$ cat config.mk
export PLATFORM = sky130hd
export DESIGN_NAME = pdm_modulator
export DESIGN_NICKNAME = d
export VERILOG_FILES = /design/src/rtl/pdm_modulator.sv
export SDC_FILE = /design/constraint.sdc
export NUM_CORES = 1
export LEC_CHECK = 0
export ABC_AREA = 1
export CAP_MARGIN = 20
export CELL_PAD_IN_SITES_DETAIL_PLACEMENT = 2
export CELL_PAD_IN_SITES_GLOBAL_PLACEMENT = 2
export CORE_UTILIZATION = 32
export DETAILED_ROUTE_END_ITERATION = 10
export DONT_BUFFER_PORTS = 1
export PLACE_DENSITY_LB_ADDON = 0.1
export SLEW_MARGIN = 20
export SYNTH_ARGS = -nofsm -noshare
export SYNTH_HDL_FRONTEND = slang
export SYNTH_SLANG_ARGS = --single-unit
$ cat constraint.sdc
create_clock -name clk -period 2.5 [get_ports clk]
set_input_delay 0.375 -clock clk [delete_from_list [all_inputs] [get_ports clk]]
set_output_delay 0.375 -clock clk [all_outputs]
set_load 0.01 [all_outputs]
$ cat src/rtl/pdm_modulator.sv
// Purpose: first-order sigma-delta PDM modulator with a one-sample PCM holding register and a generated bit clock.
// Latency: each dat_o bit is registered on an sclk fall event; a sample leaves holding at the next frame start.
// Backpressure: rdy drops while holding is full; dv is ignored until the frame start that empties holding.
module pdm_modulator #(
  parameter int SCLK_HALF = 12,
  parameter int DECIM     = 64
) (
  input  logic        clk,
  input  logic        reset,
  input  logic        en,
  input  logic [15:0] dat_i,
  input  logic        dv,
  output logic        rdy,
  output logic        sclk,
  output logic        dat_o,
  output logic        underrun
);

  localparam int CW = (SCLK_HALF > 1) ? $clog2(SCLK_HALF) : 1;
  localparam int FW = (DECIM > 1) ? $clog2(DECIM) : 1;

  logic [CW-1:0] cnt_q, cnt_d;
  logic [FW-1:0] frm_q, frm_d;
  logic          sclk_q, sclk_d;
  logic          dat_q, dat_d;
  logic          underrun_q, underrun_d;
  logic          rdy_q, rdy_d;
  logic [15:0]   hold_q, hold_d;
  logic [15:0]   act_q, act_d;
  logic [15:0]   acc_q, acc_d;

  logic          div_term;
  logic          fall;
  logic          frame_start;
  logic          accept;
  logic [15:0]   u;
  logic [16:0]   s;

  // Divider, frame counter, holding/active sample handoff and the accumulator step.
  always_comb begin
    div_term    = (cnt_q == CW'(SCLK_HALF - 1));
    // A fall event is the enabled terminal count while sclk is currently high.
    fall        = en && div_term && sclk_q;
    frame_start = fall && (frm_q == '0);
    accept      = dv && rdy_q;

    cnt_d      = cnt_q;
    sclk_d     = sclk_q;
    frm_d      = frm_q;
    hold_d     = hold_q;
    act_d      = act_q;
    rdy_d      = rdy_q;
    underrun_d = 1'b0;
    acc_d      = acc_q;
    dat_d      = dat_q;

    if (en) begin
      if (div_term) begin
        cnt_d  = '0;
        sclk_d = ~sclk_q;
      end else begin
        cnt_d = cnt_q + CW'(1);
      end
    end

    if (fall) begin
      if (frm_q == FW'(DECIM - 1)) begin
        frm_d = '0;
      end else begin
        frm_d = frm_q + FW'(1);
      end
    end

    // Frame start looks at holding as it was before this edge; rdy_q low means full.
    if (frame_start) begin
      if (!rdy_q) begin
        act_d = hold_q;
        rdy_d = 1'b1;
      end else begin
        underrun_d = 1'b1;
      end
    end

    // An accept coinciding with an empty-holding frame start refills for the next frame.
    if (accept) begin
      hold_d = dat_i;
      rdy_d  = 1'b0;
    end

    // Offset-binary input: flipping the sign bit adds 32768 modulo 2^16.
    u = act_d ^ 16'h8000;
    s = {1'b0, acc_q} + {1'b0, u};
    if (fall) begin
      acc_d = s[15:0];
      dat_d = s[16];
    end
  end

  // State registers with synchronous active-low reset.
  always_ff @(posedge clk) begin
    if (!reset) begin
      cnt_q      <= '0;
      frm_q      <= '0;
      sclk_q     <= 1'b0;
      dat_q      <= 1'b0;
      underrun_q <= 1'b0;
      rdy_q      <= 1'b1;
      hold_q     <= '0;
      act_q      <= '0;
      acc_q      <= '0;
    end else begin
      cnt_q      <= cnt_d;
      frm_q      <= frm_d;
      sclk_q     <= sclk_d;
      dat_q      <= dat_d;
      underrun_q <= underrun_d;
      rdy_q      <= rdy_d;
      hold_q     <= hold_d;
      act_q      <= act_d;
      acc_q      <= acc_d;
    end
  end

  assign rdy      = rdy_q;
  assign sclk     = sclk_q;
  assign dat_o    = dat_q;
  assign underrun = underrun_q;

endmodule

==> flow_summary.yaml, run 1 <==
finish:
  drive_gt1_frac: 0.383
  seqCellArea_mm2: 0.00124
  multi_input_area_mm2: 0.00240
  antenna_cells: 0
  nNetsFinal: 614
  nFillCells: 1147
  syn_to_final_growth_pct: 45.8
timing:
  worst_slew_pin_slew_ns: 0.696
  postLayoutSetupSlackWorst_ns: -0.498
  fin_crit_ns: 3.00
  rsz0062_at_grt: "true"
  fmaxAchievable_mhz: 334
  setup_viol: 15
  finalHoldViolations: 0
  post-route-period-util: 1.20
  tns_ns: -4.98
  fin_skew_ns: 0.0165
  slew_viol_final: 0
  timing.slew.headroom: 0.536
route:
  drtPass1Iterations: 4
  route.met3.wl_um: 837
  finalWirelength_um: 17100
  wirelength_met1_um: 6870
  dr_wl_met2_um: 8670
  drc: 0
  top_layer: "met4"
  first_iter_violations: 99
  viasPerCell: 5.25
  routedWlPerCell_um: 23.9
  dr_total_vias: 3754
  ant_nets: 0
grt:
  grt_start_max_net_pins: 33
  first_global_vias: 4065
  grt_pass1_wl_um: 21200
  grt_use_total: 0.253
  antenna_found_initial: 0
  gr-total-overflow: 0
status:
  violations: "setup timing"
  status: "finished, violations left"
synthesis:
  synthDistinctLibCells: 34
  yosys.area_share.simple: 0.285
  avgSynthCellArea_um2: 6.86
  synthFlopType: "dfxtp_1"
  muxShareOfSynthArea: 0
  ys_seq_area_frac: 0.362
  synth-async-reset-ratio: 0
  synth_edf_count: 0
  synth-xor-area-share: 0.0128
  synthAdderAreaFrac: 0.0752
  synth-seq-cells: 62
  synth_top_family_by_area: "simple AND/OR/NAND/NOR gates"
  synth_compound_area_frac: 0.145
  yosysWarnings: 0
  synthCells: 500
  synth_area_mm2: 0.00343
  syn_nets: 540
worst_setup_path:
  critPathTopFamily: "simple AND/OR/NAND/NOR gates"
  path_common_cell: "nor2_4"
  path_cells: "ha_4 > nand2_4 > nor2_4 > nand3_2 > nor2_4 > nand2_4 > buf_12 > buf_6 > nor2_4 > a21oi_2 > ha_4 > nand2_2 > nand3b_1 > nand2_2 > nand2_1 > nand3_1 > nand3_1 > nand2_1 > inv_1"
  reg2reg_depth: 19
  crit_type: "reg -> reg"
  cp-start-kind: "flip-flop"
  cp_slowest_cell: "dfxtp_2"
  crit_fanout: 7
  end_kind: "flip-flop"
  cp.depth: 19
  path_buf_inv: 3
  worst_path_largest_cell_delay_ns: 0.37
  cp_data_required_time_ns: 2.75
  crit_arrival_ns: 3.25
floorplanning:
  fp.dieH_um: 106
  coreArea_mm2: 0.0104
  die-area_mm2: 0.0111
  io_pins: 24
  start_util: 0.331
  row_count: 37
  die_w_um: 106
job:
  drv_cap: 0
worst_hold_path:
  worstHoldPathCells: 1
  hold_path_class: "in -> reg"
place:
  gp_congestion: 0.774
  io_buffers: 0
  dp_slack_ns: -0.390
  dp.final_hpwl_um: 8000
clock_network:
  numCtsBuffers: 9
  clk_latency_ns: 0.37
  clk_path_buf_depth: 2
  htree_levels: 3
  cts_root_buf: "clkbuf_8"
  clkSinkCount: 62
  tritoncts: "yes"
  clk_pin_slew_worst_paths_ns: 0.09
pwr:
  vdd_drop_max_mv: 0.396
  leakage_nw: 2.22
  p_per_area_mw_per_mm2: 433
## placed cells by master, fill, tap and decap left out, types with 3 or more instances in the layout
master,Yosys,layout
nand3_1,27,19
nor2_2,11,15
a211oi_1,11,11
nor3_1,6,3
nand3_2,1,7
buf_4,0,71
clkbuf_8,0,10
a21oi_2,0,8
nand4_1,4,4
nor2_1,78,65
clkbuf_1,6,3
ha_1,19,7
a21oi_4,0,11
nand2_2,1,29
inv_2,1,11
nand2_1,95,57
nand2_4,0,10
o211ai_1,4,4
inv_1,82,72
dfxtp_1,62,60
buf_6,4,5
a211oi_2,5,5
ha_4,0,12
a21oi_1,32,13
o21ai_0,27,27
nor2_4,1,10
## cell families after synthesis
| family | Yosys count |
|---|---|
| buf+inv | 100 |
| fa+ha+maj | 20 |
| flops | 62 |
| compound gates | 83 |
| simple gates | 230 |
| xor+xnor | 5 |
## synth_stat cells, types with 4 or more instances
library cell	number	area (µm²)
buf_6	4	45.0
nor3_1	6	30.0
nor2_1	78	293
nand4_1	4	25.0
a211oi_1	11	82.6
clkbuf_1	6	22.5
ha_1	19	238
o21ai_0	27	135
a21oi_1	32	160
a211oi_2	5	62.6
o211ai_1	4	30.0
nand3_1	27	135
dfxtp_1	62	1240
nand2_1	95	357
nor2_2	11	68.8
inv_1	82	308
buf_2	5	25.0
## timing repair
action / CTS / global route
gates resized for setup: 77 / 64
setup endpoints to repair: 14 / 15
pin swaps: 34 / 43
hold buffers: 0 / 0
buffers inserted: 12 / 15
cloned: 2 / 0
## metrics by stage
stage                     instance area, µm²  hold WS [ns]   util  power, mW  std cells
after floorplan                         3480         0.441      -       1.10        500
after global placement                  3950         0.446  0.381       1.12        671
after detailed placement                3950         0.459  0.381       1.12        671
after CTS                               4620         0.105  0.445       2.13        701
after global routing                    5000         0.112  0.482       2.23        715
final                                   5000         0.112  0.482       2.17        715
## routing by layer
layer | vias to the layer above | track usage
met3 | 50 | 0.0433
li1 | 1735 | -
met4 | 0 | 0.119
met1 | 1871 | 0.278
met5 | - | 0
met2 | 98 | 0.469
## worst paths after layout
kind         slack [ns]  startpoint        to
max reg2reg       -0.50    cnt_q[1]  acc_q[9]
min reg2reg        0.52    act_q[9]  act_q[9]
max               -0.50    cnt_q[1]  acc_q[9]
min                0.11          dv       rdy
## power breakdown
group | switching, mW | internal, mW
combinational | 0.0545 | 0.0271
clock | 0.456 | 0.591
sequential | 0.0256 | 1.01
total | 0.536 | 1.63
## sequential cells by signal (all words and copies together), names as in the netlist
register	count
acc_q	16
sclk	1
dat_o	1
act_q	16
hold_q	16
underrun	1
rdy	1
frm_q	6
cnt_q	4
## worst reg2reg max path, cell delays in order, from the launching register on
cell and delay, ns:
dfxtp_2 0.37, ha_4 0.16, nand2_4 0.06, nor2_4 0.09, nand3_2 0.11, nor2_4 0.14
nand2_4 0.10, buf_12 0.16, buf_6 0.15, nor2_4 0.13, a21oi_2 0.07, ha_4 0.32
nand2_2 0.08, nand3b_1 0.23, nand2_2 0.16, nand2_1 0.10, nand3_1 0.10, nand3_1 0.14
nand2_1 0.16, inv_1 0.06
## final cells by class
type	count	area share
Clock buffer	13	0.0298
Clock inverter	3	0.0135
Inverter	84	0.0631
Multi-Input combinational cell	338	0.480
Sequential cell	62	0.249
Tap cell	136	0.0340
Timing Repair Buffer	79	0.130
Note: power is estimated with default switching activity, not from simulation.
==> inputs of run 2 (changes only) <==
CORE_MARGIN = 3   (was default)
==> run 2 against run 1 <==
  * The flow still finishes with violations (setup timing)
  * Die area increased by 7.7%
  * Clock power about the same
  * Clock-buffer cell count increased by 1
  * Critical path depth unchanged
  * Critical endpoint is now acc_q[14]
==> flow_summary.yaml, run 2 (synthesis results as in run 1) <==
status:
  status: "finished, violations left"
  violations: "setup timing"
finish:
  antenna_cells: 0
  final_common_cell: "inv_1"
  nNetsFinal: 617
  drive_gt1_frac: 0.405
  nFillCells: 1131
  layout_common_cells: "inv_1 (70), nor2_1 (67), buf_4 (66), dfxtp_1 (58), nand2_1 (53)"
  top_regs: "acc_q x16, act_q x16, hold_q x16"
  syn_to_final_growth_pct: 49.3
timing:
  timing.slew.headroom: 0.538
  slew_viol_final: 0
  fin_crit_ns: 2.90
  fmaxAchievable_mhz: 345
  post-route-period-util: 1.16
  fin_skew_ns: 0.0131
  postLayoutSetupSlackWorst_ns: -0.395
  rsz0062_at_grt: "true"
  finalHoldViolations: 0
  tns_ns: -4.11
  setup_viol: 15
  worst_slew_pin_slew_ns: 0.692
worst_setup_path:
  cp-start-kind: "flip-flop"
  crit_arrival_ns: 3.17
  crit_type: "reg -> reg"
  cp_data_required_time_ns: 2.77
  rr_startpoint: "cnt_q[0]"
  cp_slowest_cell: "dfxtp_2"
  worst_path_largest_cell_delay_ns: 0.36
  end_kind: "flip-flop"
  reg2reg_setup_slack_ns: -0.40
  path_cells: "ha_4 > nand2_4 > nor2_4 > nand3_4 > nor2_4 > nand2_4 > clkbuf_16 > buf_6 > nor2_4 > a21oi_4 > ha_4 > nand2_4 > buf_6 > nor3_4 > nand2_4 > nand3_2 > nand2_1 > nor2_1 > nor2_1"
  path_common_cell: "nand2_4"
  crit_fanout: 6
  crit_start: "cnt_q[0]"
grt:
  gr-total-overflow: 0
  grt_pass1_wl_um: 21500
  grt_use_total: 0.235
  grt_start_max_net_pins: 33
  first_global_vias: 4089
  antenna_found_initial: 0
clock_network:
  clk_pin_slew_worst_paths_ns: 0.08
  htree_levels: 3
  numCtsBuffers: 9
  clk_latency_ns: 0.38
  clk_path_buf_depth: 2
  clkSinkCount: 62
  tritoncts: "yes"
  cts_root_buf: "clkbuf_8"
place:
  dp_slack_ns: -0.370
  gp_congestion: 0.794
  dp.final_hpwl_um: 8240
  io_buffers: 0
route:
  ant_nets: 0
  drtPass1Iterations: 4
  finalWirelength_um: 17500
  viasPerCell: 5.29
  drc: 0
  routedWlPerCell_um: 24.3
  dr_total_vias: 3797
  first_iter_violations: 105
floorplanning:
  row_count: 37
  start_util: 0.331
  fp.dieH_um: 110
  die-area_mm2: 0.0120
  io_pins: 24
  die_w_um: 110
  coreArea_mm2: 0.0104
pwr:
  switching_share: 0.255
  vdd_drop_max_mv: 0.335
  p_int_mw: 1.61
  clkPwrFrac: 0.479
  p_per_area_mw_per_mm2: 423
  combPwrFrac: 0.042
  leakage_nw: 2.38
  sequentialPowerShare: 0.479
  power.switching_uw: 551
job:
  drv_cap: 0
worst_hold_path:
  hold_path_class: "in -> reg"
  hold_start: "reset"
-- run 2: cell types whose count changed in the layout (fill, tap and decap cells not counted), moves of 4 or more --
cell and delta:
buf_6 +5, buf_4 -5, a21oi_2 +6, a21oi_4 -5, nand2_1 -4, nor2_4 +6, nor2_2 -8
-- run 2: area by class of cell --
cell class	instances	area [µm²]	share of cell area
sequential	62	1250	0.243
multi-input combinational	338	2440	0.478
clock inverter	2	37.5	0.00733
inverter	84	315	0.0616
timing repair buffer	82	723	0.141
tap	136	170	0.0332
clock buffer	14	183	0.0357
-- run 2: final timing paths --
check	endpoint	depth (start not counted)
worst max-delay path	acc_q[14]	19
worst min-delay path	hold_q[15]	2
worst max register to register	acc_q[14]	19
worst min register to register	act_q[14]	2
-- run 2: stage by stage --
| stage | util | cell area [µm²] | instances | hold WS [ns] | total power [mW] |
|---|---|---|---|---|---|
| final | 0.494 | 5120 | 718 | 0.144 | 2.17 |
| after CTS | 0.454 | 4700 | 713 | 0.122 | 2.14 |
| after global routing | 0.494 | 5120 | 718 | 0.145 | 2.21 |
| after floorplan | - | 3480 | 500 | 0.441 | 1.10 |
| after detailed placement | 0.386 | 4000 | 676 | 0.460 | 1.13 |
| after global placement | 0.386 | 4000 | 676 | 0.449 | 1.12 |
-- run 2: repair_timing --
item	4_1_cts	5_1_grt
endpoints found under the setup margin	14	15
gates resized for setup	83	82
gates cloned	1	1
hold buffers	0	0
buffers inserted	21	5
pin swaps	42	46
endpoints found under the hold margin	0	0
-- run 2: power by group through the flow --
stage / combinational [mW] / sequential (mW) / clock [mW]
2_1_floorplan: 0.0548 / 1.05 / 0
5_1_grt: 0.102 / 1.04 / 1.07
3_3_place_gp: 0.0695 / 1.05 / 0
4_1_cts: 0.0791 / 1.03 / 1.03
6_report: 0.0904 / 1.04 / 1.04
3_5_place_dp: 0.0758 / 1.05 / 0
-- run 2: routing by layer --
| layer | global-route usage | part of all wire | vias to the layer above |
|---|---|---|---|
| met5 | 0 | 0 | - |
| met2 | 0.425 | 0.52 | 109 |
| met3 | 0.0335 | 0.035 | 48 |
| li1 | - | - | 1740 |
| met4 | 0.0846 | 0.037 | 0 |
| met1 | 0.280 | 0.41 | 1900 |
-- run 2: critical path, delay by kind of cell (launching register included) --
family / cells / cell delay [ns]
buffers and inverters: 3 / 0.45
adders and majority gates: 2 / 0.50
AOI/OAI and AO/OA: 1 / 0.08
and+or+nand+nor: 13 / 1.42
DFF: 1 / 0.36
